===== config.mk =====
export PLATFORM = sky130hd
export DESIGN_NAME = letter_scan_ctrl_flat
export DESIGN_NICKNAME = d
export VERILOG_FILES = /design/src/rtl/letter_pkg.sv /design/src/rtl/letter_scan_ctrl_if.sv /design/src/rtl/letter_scan_ctrl_tick_gen.sv /design/src/rtl/letter_scan_ctrl.sv /design/src/flat_wrapper.sv
export SDC_FILE = /design/constraint.sdc
export NUM_CORES = 1
export LEC_CHECK = 0
export ABC_CLOCK_PERIOD_IN_PS = 4450
export CAP_MARGIN = 20
export CORE_MARGIN = 8
export CORE_UTILIZATION = 59
export CTS_BUF_LIST = sky130_fd_sc_hd__clkbuf_16
export DETAILED_ROUTE_END_ITERATION = 6
export PLACE_DENSITY_LB_ADDON = 0.08
export SLEW_MARGIN = 20
export SYNTH_ARGS = -nofsm -noshare
export SYNTH_HDL_FRONTEND = slang
export SYNTH_SLANG_ARGS = --single-unit

===== constraint.sdc =====
create_clock -name clk -period 4.45 [get_ports clk]
set_input_delay 0.6675 -clock clk [delete_from_list [all_inputs] [get_ports clk]]
set_output_delay 0.6675 -clock clk [all_outputs]
set_load 0.005 [all_outputs]

===== src/rtl/letter_pkg.sv =====
// letter_pkg: definitions shared by the letter-code scan controller.
//   - letter_t     : 3-bit letter code fed to the shared 7-segment decoder
//   - L_A .. L_P   : letter code constants (A, C, E, F, H, J, L, P = 0..7)
//   - scan_state_t : scan FSM encoding (OFF, GUARD, DRIVE)
package letter_pkg;

    typedef logic [2:0] letter_t;

    localparam letter_t L_A = 3'd0;
    localparam letter_t L_C = 3'd1;
    localparam letter_t L_E = 3'd2;
    localparam letter_t L_F = 3'd3;
    localparam letter_t L_H = 3'd4;
    localparam letter_t L_J = 3'd5;
    localparam letter_t L_L = 3'd6;
    localparam letter_t L_P = 3'd7;

    typedef enum logic [1:0] {
        OFF   = 2'd0,
        GUARD = 2'd1,
        DRIVE = 2'd2
    } scan_state_t;

endpackage


===== src/rtl/letter_scan_ctrl_if.sv =====
// letter_scan_ctrl_if: host-side message buffer write port.
//   wr_en   : write strobe, one entry per cycle
//   wr_addr : buffer entry index
//   wr_data : letter code to store
// Modports: master = host driving writes, slave = scan controller.
interface letter_scan_ctrl_if #(
    parameter int MSG_LEN = 8
);
    import letter_pkg::*;

    localparam int AW = (MSG_LEN > 1) ? $clog2(MSG_LEN) : 1;

    logic          wr_en;
    logic [AW-1:0] wr_addr;
    letter_t       wr_data;

    modport master (output wr_en, wr_addr, wr_data);
    modport slave  (input  wr_en, wr_addr, wr_data);

endinterface


===== src/rtl/letter_scan_ctrl_tick_gen.sv =====
// tick_gen: free-running modulo-TICK_DIV counter that marks slot boundaries.
//   clk, reset : clock and asynchronous active-high reset
//   clear      : synchronous clear, holds the count at 0 while high
//   tick       : high on the cycle the count equals TICK_DIV-1
//   tick_early : high on the cycle before a tick (count will be TICK_DIV-1 next)
module tick_gen #(
    parameter int TICK_DIV = 1000
) (
    input  logic clk,
    input  logic reset,
    input  logic clear,
    output logic tick,
    output logic tick_early
);

    localparam int CW = (TICK_DIV > 1) ? $clog2(TICK_DIV) : 1;
    localparam logic [CW-1:0] LAST = CW'(TICK_DIV - 1);
    localparam logic [CW-1:0] PRE  = CW'(TICK_DIV - 2);

    logic [CW-1:0] count_reg, count_next;

    always_comb begin
        count_next = count_reg + 1'b1;
        if (clear || (count_reg == LAST))
            count_next = '0;
    end

    always_ff @(posedge clk or posedge reset) begin
        if (reset)
            count_reg <= '0;
        else
            count_reg <= count_next;
    end

    assign tick       = (count_reg == LAST);
    // Lets registered outputs line up with the final cycle of a slot.
    assign tick_early = !clear && (count_reg == PRE);

endmodule


===== src/rtl/letter_scan_ctrl.sv =====
// letter_scan_ctrl: time-multiplexed scan controller for DIGITS common-anode
// digits sharing one letter-code decoder. Each digit slot is preceded by a
// blanking guard slot; the visible window optionally scrolls through an
// MSG_LEN-entry message buffer.
//   clk, reset : clock and asynchronous active-high reset
//   en         : display enable (low forces OFF on the next edge)
//   scroll     : advance the window one entry every SCROLL_FRAMES frames
//   wr_bus     : host write port into the message buffer
//   code       : registered letter code for the decoder
//   an         : registered digit enables, active-low
//   frame      : one-cycle pulse on the last cycle of the final digit
module letter_scan_ctrl
    import letter_pkg::*;
#(
    parameter int DIGITS        = 4,
    parameter int MSG_LEN       = 8,
    parameter int TICK_DIV      = 1000,
    parameter int SCROLL_FRAMES = 16
) (
    input  logic               clk,
    input  logic               reset,
    input  logic               en,
    input  logic               scroll,
    letter_scan_ctrl_if.slave  wr_bus,
    output letter_t            code,
    output logic [DIGITS-1:0]  an,
    output logic               frame
);

    localparam int AW = (MSG_LEN > 1) ? $clog2(MSG_LEN) : 1;
    localparam int DW = (DIGITS > 1) ? $clog2(DIGITS) : 1;
    localparam int FW = (SCROLL_FRAMES > 1) ? $clog2(SCROLL_FRAMES) : 1;
    localparam logic [DW-1:0] LAST_DIGIT = DW'(DIGITS - 1);
    localparam logic [FW-1:0] LAST_FRAME = FW'(SCROLL_FRAMES - 1);

    scan_state_t       state_reg, state_next;
    logic [DW-1:0]     digit_reg, digit_next;
    logic [AW-1:0]     base_reg, base_next;
    logic [FW-1:0]     fcnt_reg, fcnt_next;
    letter_t           code_reg, code_next;
    logic [DIGITS-1:0] an_reg, an_next;
    logic              frame_reg, frame_next;
    letter_t           buf_reg [MSG_LEN];

    logic          tick, tick_early, tick_clear;
    logic [AW-1:0] rd_addr;

    // The tick counter only runs while scanning; dropping en clears it on
    // the same edge that moves the FSM to OFF.
    assign tick_clear = (state_reg == OFF) || !en;

    tick_gen #(.TICK_DIV(TICK_DIV)) u_tick (
        .clk        (clk),
        .reset      (reset),
        .clear      (tick_clear),
        .tick       (tick),
        .tick_early (tick_early)
    );

    // MSG_LEN is a power of two, so the window address wraps for free.
    assign rd_addr = base_reg + AW'(digit_reg);

    // Message buffer: register array so it can take the asynchronous reset.
    always_ff @(posedge clk or posedge reset) begin
        if (reset) begin
            for (int i = 0; i < MSG_LEN; i++)
                buf_reg[i] <= '0;
        end else if (wr_bus.wr_en) begin
            buf_reg[wr_bus.wr_addr] <= wr_bus.wr_data;
        end
    end

    always_comb begin
        state_next = state_reg;
        digit_next = digit_reg;
        base_next  = base_reg;
        fcnt_next  = scroll ? fcnt_reg : '0;
        code_next  = code_reg;
        if (!en) begin
            state_next = OFF;
            digit_next = '0;
            fcnt_next  = '0;
        end else begin
            case (state_reg)
                OFF: state_next = GUARD;
                GUARD: begin
                    if (tick) begin
                        state_next = DRIVE;
                        code_next  = buf_reg[rd_addr];
                    end
                end
                DRIVE: begin
                    if (tick) begin
                        state_next = GUARD;
                        if (digit_reg == LAST_DIGIT) begin
                            // Frame end: a scroll step lands before the next
                            // frame's first load.
                            digit_next = '0;
                            if (scroll) begin
                                if (fcnt_reg == LAST_FRAME) begin
                                    fcnt_next = '0;
                                    base_next = base_reg + 1'b1;
                                end else begin
                                    fcnt_next = fcnt_reg + 1'b1;
                                end
                            end
                        end else begin
                            digit_next = digit_reg + 1'b1;
                        end
                    end
                end
                default: state_next = OFF;
            endcase
        end
    end

    // Outputs are registered from the next state so they align with it.
    genvar gi;
    generate
        for (gi = 0; gi < DIGITS; gi++) begin : g_an
            assign an_next[gi] = !((state_next == DRIVE) && (digit_next == DW'(gi)));
        end
    endgenerate

    assign frame_next = tick_early && (state_reg == DRIVE) && (digit_reg == LAST_DIGIT);

    always_ff @(posedge clk or posedge reset) begin
        if (reset) begin
            state_reg <= OFF;
            digit_reg <= '0;
            base_reg  <= '0;
            fcnt_reg  <= '0;
            code_reg  <= '0;
            an_reg    <= '1;
            frame_reg <= 1'b0;
        end else begin
            state_reg <= state_next;
            digit_reg <= digit_next;
            base_reg  <= base_next;
            fcnt_reg  <= fcnt_next;
            code_reg  <= code_next;
            an_reg    <= an_next;
            frame_reg <= frame_next;
        end
    end

    assign code  = code_reg;
    assign an    = an_reg;
    assign frame = frame_reg;

endmodule


===== src/flat_wrapper.sv =====
// flat-port wrapper written by rule: the top's interface ports become plain ports
module letter_scan_ctrl_flat import letter_pkg::*;
#(
    parameter int DIGITS        = 4,
    parameter int MSG_LEN       = 8,
    parameter int TICK_DIV      = 1000,
    parameter int SCROLL_FRAMES = 16
)
  (clk, reset, en, scroll, code, an, frame, wr_bus_wr_en, wr_bus_wr_addr, wr_bus_wr_data);
  letter_scan_ctrl_if #(.MSG_LEN(MSG_LEN)) wr_bus_i ();
  input  logic clk;
  input  logic reset;
  input  logic en;
  input  logic scroll;
  output letter_t code;
  output logic [DIGITS-1:0] an;
  output logic frame;
  input wire logic [$bits(wr_bus_i.wr_en)-1:0] wr_bus_wr_en;
  input wire logic [$bits(wr_bus_i.wr_addr)-1:0] wr_bus_wr_addr;
  input wire logic [$bits(wr_bus_i.wr_data)-1:0] wr_bus_wr_data;
  assign wr_bus_i.wr_en = wr_bus_wr_en;
  assign wr_bus_i.wr_addr = wr_bus_wr_addr;
  assign wr_bus_i.wr_data = wr_bus_wr_data;
  letter_scan_ctrl #(.DIGITS(DIGITS), .MSG_LEN(MSG_LEN), .TICK_DIV(TICK_DIV), .SCROLL_FRAMES(SCROLL_FRAMES)) u_core (.clk(clk), .reset(reset), .en(en), .scroll(scroll), .wr_bus(wr_bus_i), .code(code), .an(an), .frame(frame));
endmodule

==> Word-level counts from Yosys, hierarchy flattened <==
Cells that the tools add are included.
{ "classes": {"multipliers": 0, "div": 0, "n_reduce_logical": 20, "shift": 0, "bitwise_logic": 2, "n_mux": 22, "eq_ne": 10, "order_cmp": 3, "n_addsub": 5} }
{ "ops": {"columns": ["op", "n"], "rows": [
  ["two-way mux 4 bit", 7],
  ["bitwise mux 24 bit", 1],
  ["== test 10 bit (second input constant)", 2],
  ["two-way mux 2 bit", 7],
  ["adder 10 x 1 -> 10 bit (second input constant)", 1],
  ["== test 2 bit (second input constant)", 5],
  ["two-way mux 10 bit", 1],
  ["binary-select mux 3 bit (select 3 bit)", 1],
  ["demux 3 bit (select 3 bit)", 1],
  ["two-way mux 3 bit", 3],
  [">= comparator 4 bit (second input constant)", 2],
  ["logical AND 1 bit", 8],
  ["inverter 3 -> 4 bit", 2],
  ["logical NOT 1 bit", 6],
  ["case mux 2 bit (3 select lines)", 1],
  ["AND reduction 6 bit", 1],
  ["adder 4 x 1 -> 4 bit (second input constant)", 1],
  ["== test 2 x 1 -> 1 bit (second input constant)", 2],
  ["== test 4 bit (second input constant)", 1],
  ["logical NOT 2 bit", 2],
  ["< comparator 4 x 1 -> 1 bit (second input constant)", 1],
  ["adder 3 x 1 -> 3 bit (second input constant)", 1],
  ["adder 3 x 2 -> 3 bit", 1],
  ["AND reduction 3 bit", 1],
  ["2 further kinds", 3]
]} }
{ "word_totals": {"mem_bits_ro": 0, "regBits": 53, "out_inout_bits": 8, "in_bits": 11, "mem_count": 0, "ramBits": 0, "latch_bits": 0, "word_cells": 78} }

==> Longest topological paths before layout <==
{ "logic_depth": {"word_depth": 8, "mapped_depth": 5} }

==> Cells and area by module <==
Synthesis repeated with hierarchy kept, for this count alone.
{ "hier_totals": {"cells_unflattened": 206, "area_unflattened_um2": 2575.0} }
{ "by_module_without_submodules": {"columns": ["mod", "area_per_inst_um2", "n_inst", "cells_each"], "rows": [
  ["letter_scan_ctrl", 2033.2, 1, 153],
  ["tick_gen", 541.8, 1, 53]
]} }

==> Worst setup path before layout <==
No wires, ideal clock.
{ "synth_path": {"path_type": "reg-to-reg", "from": "register u_core.digit_reg[0]", "to": "register u_core.code_reg[0], in the netlist u_core.code[0]", "t_arrival_ns": 1.732, "stages_incl_launch_ff": 6, "t_required_ns": 4.319, "path_buffers": 0, "period_less_slack_ns": 1.863, "setup_slack_ns": 2.587, "cell_sequence": "dfrtp_1 ha_1 fa_1 mux4_2 mux2i_1 o21ai_0"} }
{ "synth_via": {"elab_chain_len": 5} }
{ "synth_rtl": {"columns": ["element", "line", "source"], "rows": [
  ["start, declared", "letter_scan_ctrl.sv:37", "logic [DW-1:0] digit_reg, digit_next;"],
  ["start signal, assigned", "letter_scan_ctrl.sv:138", "digit_reg <= digit_next;"],
  ["adder 3 x 2 -> 3 bit", "letter_scan_ctrl.sv:61", "assign rd_addr = base_reg + AW'(digit_reg);"],
  ["inverter 3 -> 4 bit (implied by the code)", "letter_scan_ctrl.sv:89", "code_next = buf_reg[rd_addr];"],
  ["binary-select mux 3 bit (select 3 bit)", "letter_scan_ctrl.sv:89", null],
  ["two-way mux 3 bit (implied by the code) (2 in series)", "letter_scan_ctrl.sv:89", null],
  ["end signal, assigned", "letter_scan_ctrl.sv:141", "code_reg <= code_next;"],
  ["end, declared", "letter_scan_ctrl.sv:40", "letter_t code_reg, code_next;"]
]} }
No other way between the ends. The select of a mux whose other input is x is not followed.
A chain may end at the register's enable or synchronous reset.

==> Final worst setup path <==
{ "layout_path": {"from": "register u_core.digit_reg[0]", "to": "register u_core.code_reg[1], in the netlist u_core.code[1]"} }
Same word-level chain as after synthesis.

==> results.yml <==
synthesis:
  yosysWarnings: 0
  synth_top_area_share_pct: 47.2
  ys_seq_area_share_pct: 51.3
  synth_edf_count: 0
  avgSynthCellArea_um2: 12.5
  synth_top_area_cell: "dfrtp_1"
  synthTopCellsByCount: "49 x dfrtp_1, 24 x mux2_2, 14 x nor2_1"
  synthArstFlopShare_pct: 100
  ys_types: 44
  syn-instance-count: 208
  netlist_area_um2: 2600
  synth_most_common_cell: "dfrtp_1"
  ys.flop_type: "dfrtp_1"
  synth-seq-cells: 53
  syn_nets: 226
  synth_area_leaders: "dfrtp_1 47%, mux2_2 10%, mux4_2 5.2%, dfstp_2 4.0%, ha_1 2.9%"
power:
  clock_power_share_pct: 34.1
  total_power_w: 0.00103
  max-vdd-ir-drop_mv: 0.214
  p_leak_nw: 1.23
  power.internal_w: 0.000804
  pwr-share-comb_pct: 11.2
  power_switching_share_pct: 21.8
  pwr-share-seq_pct: 54.7
  p_per_area_nw_per_um2: 347
  power_switching_w: 0.000224
cells_and_area:
  drive_gt1_share_pct: 21.8
  fin_nets: 248
  area_growth_pct: 14.0
  fin_cells: 281
  largest_reg_flops: 24
  antenna_cells: 0
cts:
  cts_buffer_depth: 2
  cts_hold_buf: 0
  worstSkewPairLatency_ns: 0.28
  ctsHtreeMaxLevel: 2
  root_buffer: "clkbuf_16"
  postCtsSetupBuffers: 0
  clock_sinks: 53
  cts_buffers: 5
  post_cts_resized: 0
  cts_tree: "yes"
  clk_pin_slew_ns: 0.06
worst_setup_path:
  worstPathMaxFanout: 9
  crit_type: "flop to flop"
  start_kind: "flop"
  crit_arrival_ns: 2.27
  cp-end-kind: "flop"
  required_ns: 4.61
  r2r_cells: 5
sta:
  tightest_slew_ns: 0.869
  fin_skew_ns: 0.00444
  setup-violations-final: 0
  hold_viol_final: 0
  fin_crit_sh_pct: 47.4
  rsz0062_at_grt: "false"
  min_period_ns: 2.11
  max_freq_mhz: 474
  relSlewSlack_pct: 42.0
  finalSetupTns_ns: 0
  final_max_slew_viol_count: 0
  hold_slack_ns: 0.491
die:
  die_w_um: 82.4
  start_util_pct: 60.5
  pin_count: 19
  fp.dieH_um: 82.4
  die_area_um2: 6780
  core_um2: 4290
  num_rows: 24
drt:
  dr.pass1.iters: 4
  ant_nets: 0
  drtIter0Drc: 60
  viasPerCell: 5.88
  routed_wl_um: 4730
  vias: 1653
  wl_per_cell_um: 16.8
  drc: 0
global_routing:
  grt_max_degree: 54
  grt_pass1_vias: 1802
  overflow: 0
  grt_usage_pct: 15.4
  antenna_found_initial: 0
  grt_pass1_wl_um: 8050
job:
  cap_violations: 0
placement:
  dp_hpwl_um: 3530
  dp.cells: 275
  io_buffers: 18
  gp_congestion: 0.813
min_path:
  hold_depth: 2
  hp-class: "flop to flop"
status:
  status: "complete, no violations"
==> worst max-delay path: stages (launching register included) <==
cell and delay (ns):
dfrtp_1 0.46, ha_1 0.23, fa_1 0.68, mux4_2 0.38
mux2i_1 0.14, o21ai_0 0.09
==> metrics by stage <==
step | util [%] | worst slack (ns) | cell area [um^2]
2_1_floorplan | - | 2.50 | 2600
3_3_place_gp | 65.9 | 2.22 | 2830
3_5_place_dp | 65.9 | 2.12 | 2830
4_1_cts | 68.9 | 2.34 | 2960
5_1_grt | 68.9 | 2.24 | 2960
6_report | 68.9 | 2.34 | 2960
==> cells by family (layout without fill, tap and decap cells) <==
family	after synthesis	count (layout)	synth area share (%)
XOR/XNOR	12	12	4.05
buffers and inverters	9	30	1.40
AO/OA/AOI/OAI	18	18	3.85
multiplexers	36	36	18.0
adder cells (fa/ha/maj)	7	7	3.66
flip-flops	53	53	51.3
AND/OR/NAND/NOR	73	73	17.8
==> power groups by stage <==
stage / Clock, W / Sequential (W) / Combinational, W
CTS: 0.000363 / 0.000560 / 0.000118
global route: 0.000383 / 0.000566 / 0.000127
floorplan: 0 / 0.000557 / 0.0000882
detailed placement: 0 / 0.000568 / 0.000118
finish: 0.000351 / 0.000562 / 0.000115
global placement: 0 / 0.000565 / 0.000112
==> final cells by class <==
class,count,area [um^2]
clock buffers,5,125
fillers,324,1330
repair buffers,18,180
multi-input cells,146,1230
inverters,6,23.8
clock inverters,1,5.00
well taps,52,65.1
flip-flops and latches,53,1330
==> path summary, 6_finish.rpt <==
kind                            slack [ns]                         end                 from
worst min-delay path                  0.49              u_core.code[1]       u_core.code[1]
worst min register to register        0.49              u_core.code[1]       u_core.code[1]
min in group asynchronous             0.85              u_core.code[2]                reset
max in group asynchronous             3.07  u_core.u_tick.count_reg[5]                reset
worst max register to register        2.34              u_core.code[1]  u_core.digit_reg[0]
worst max-delay path                  2.34              u_core.code[1]  u_core.digit_reg[0]
==> routing by layer <==
metal	GRT usage (%)	up-vias	wire length, um
met2	28.3	19	2530
met5	0	-	0
met4	6.14	0	63
met3	3.14	7	114
li1	-	793	-
met1	16.7	834	2010
==> cells in the final DEF (no fill, tap or decap), drive strengths merged, types with 4 or more instances in the layout <==
cell type | Yosys | final
nor3b | 6 | 6
nand2 | 13 | 13
nand3 | 4 | 4
and3 | 4 | 4
dfstp | 4 | 4
nor3 | 7 | 7
ha | 6 | 6
xor2 | 5 | 5
mux2 | 25 | 25
o21ai | 11 | 11
mux4 | 6 | 6
nand4 | 7 | 7
inv | 6 | 5
dfrtp | 49 | 49
clkdlybuf4s50 | 0 | 18
xnor2 | 7 | 7
clkbuf | 1 | 5
nor2 | 14 | 14
mux2i | 5 | 5
No activity file was read; power rests on OpenSTA's default activity.
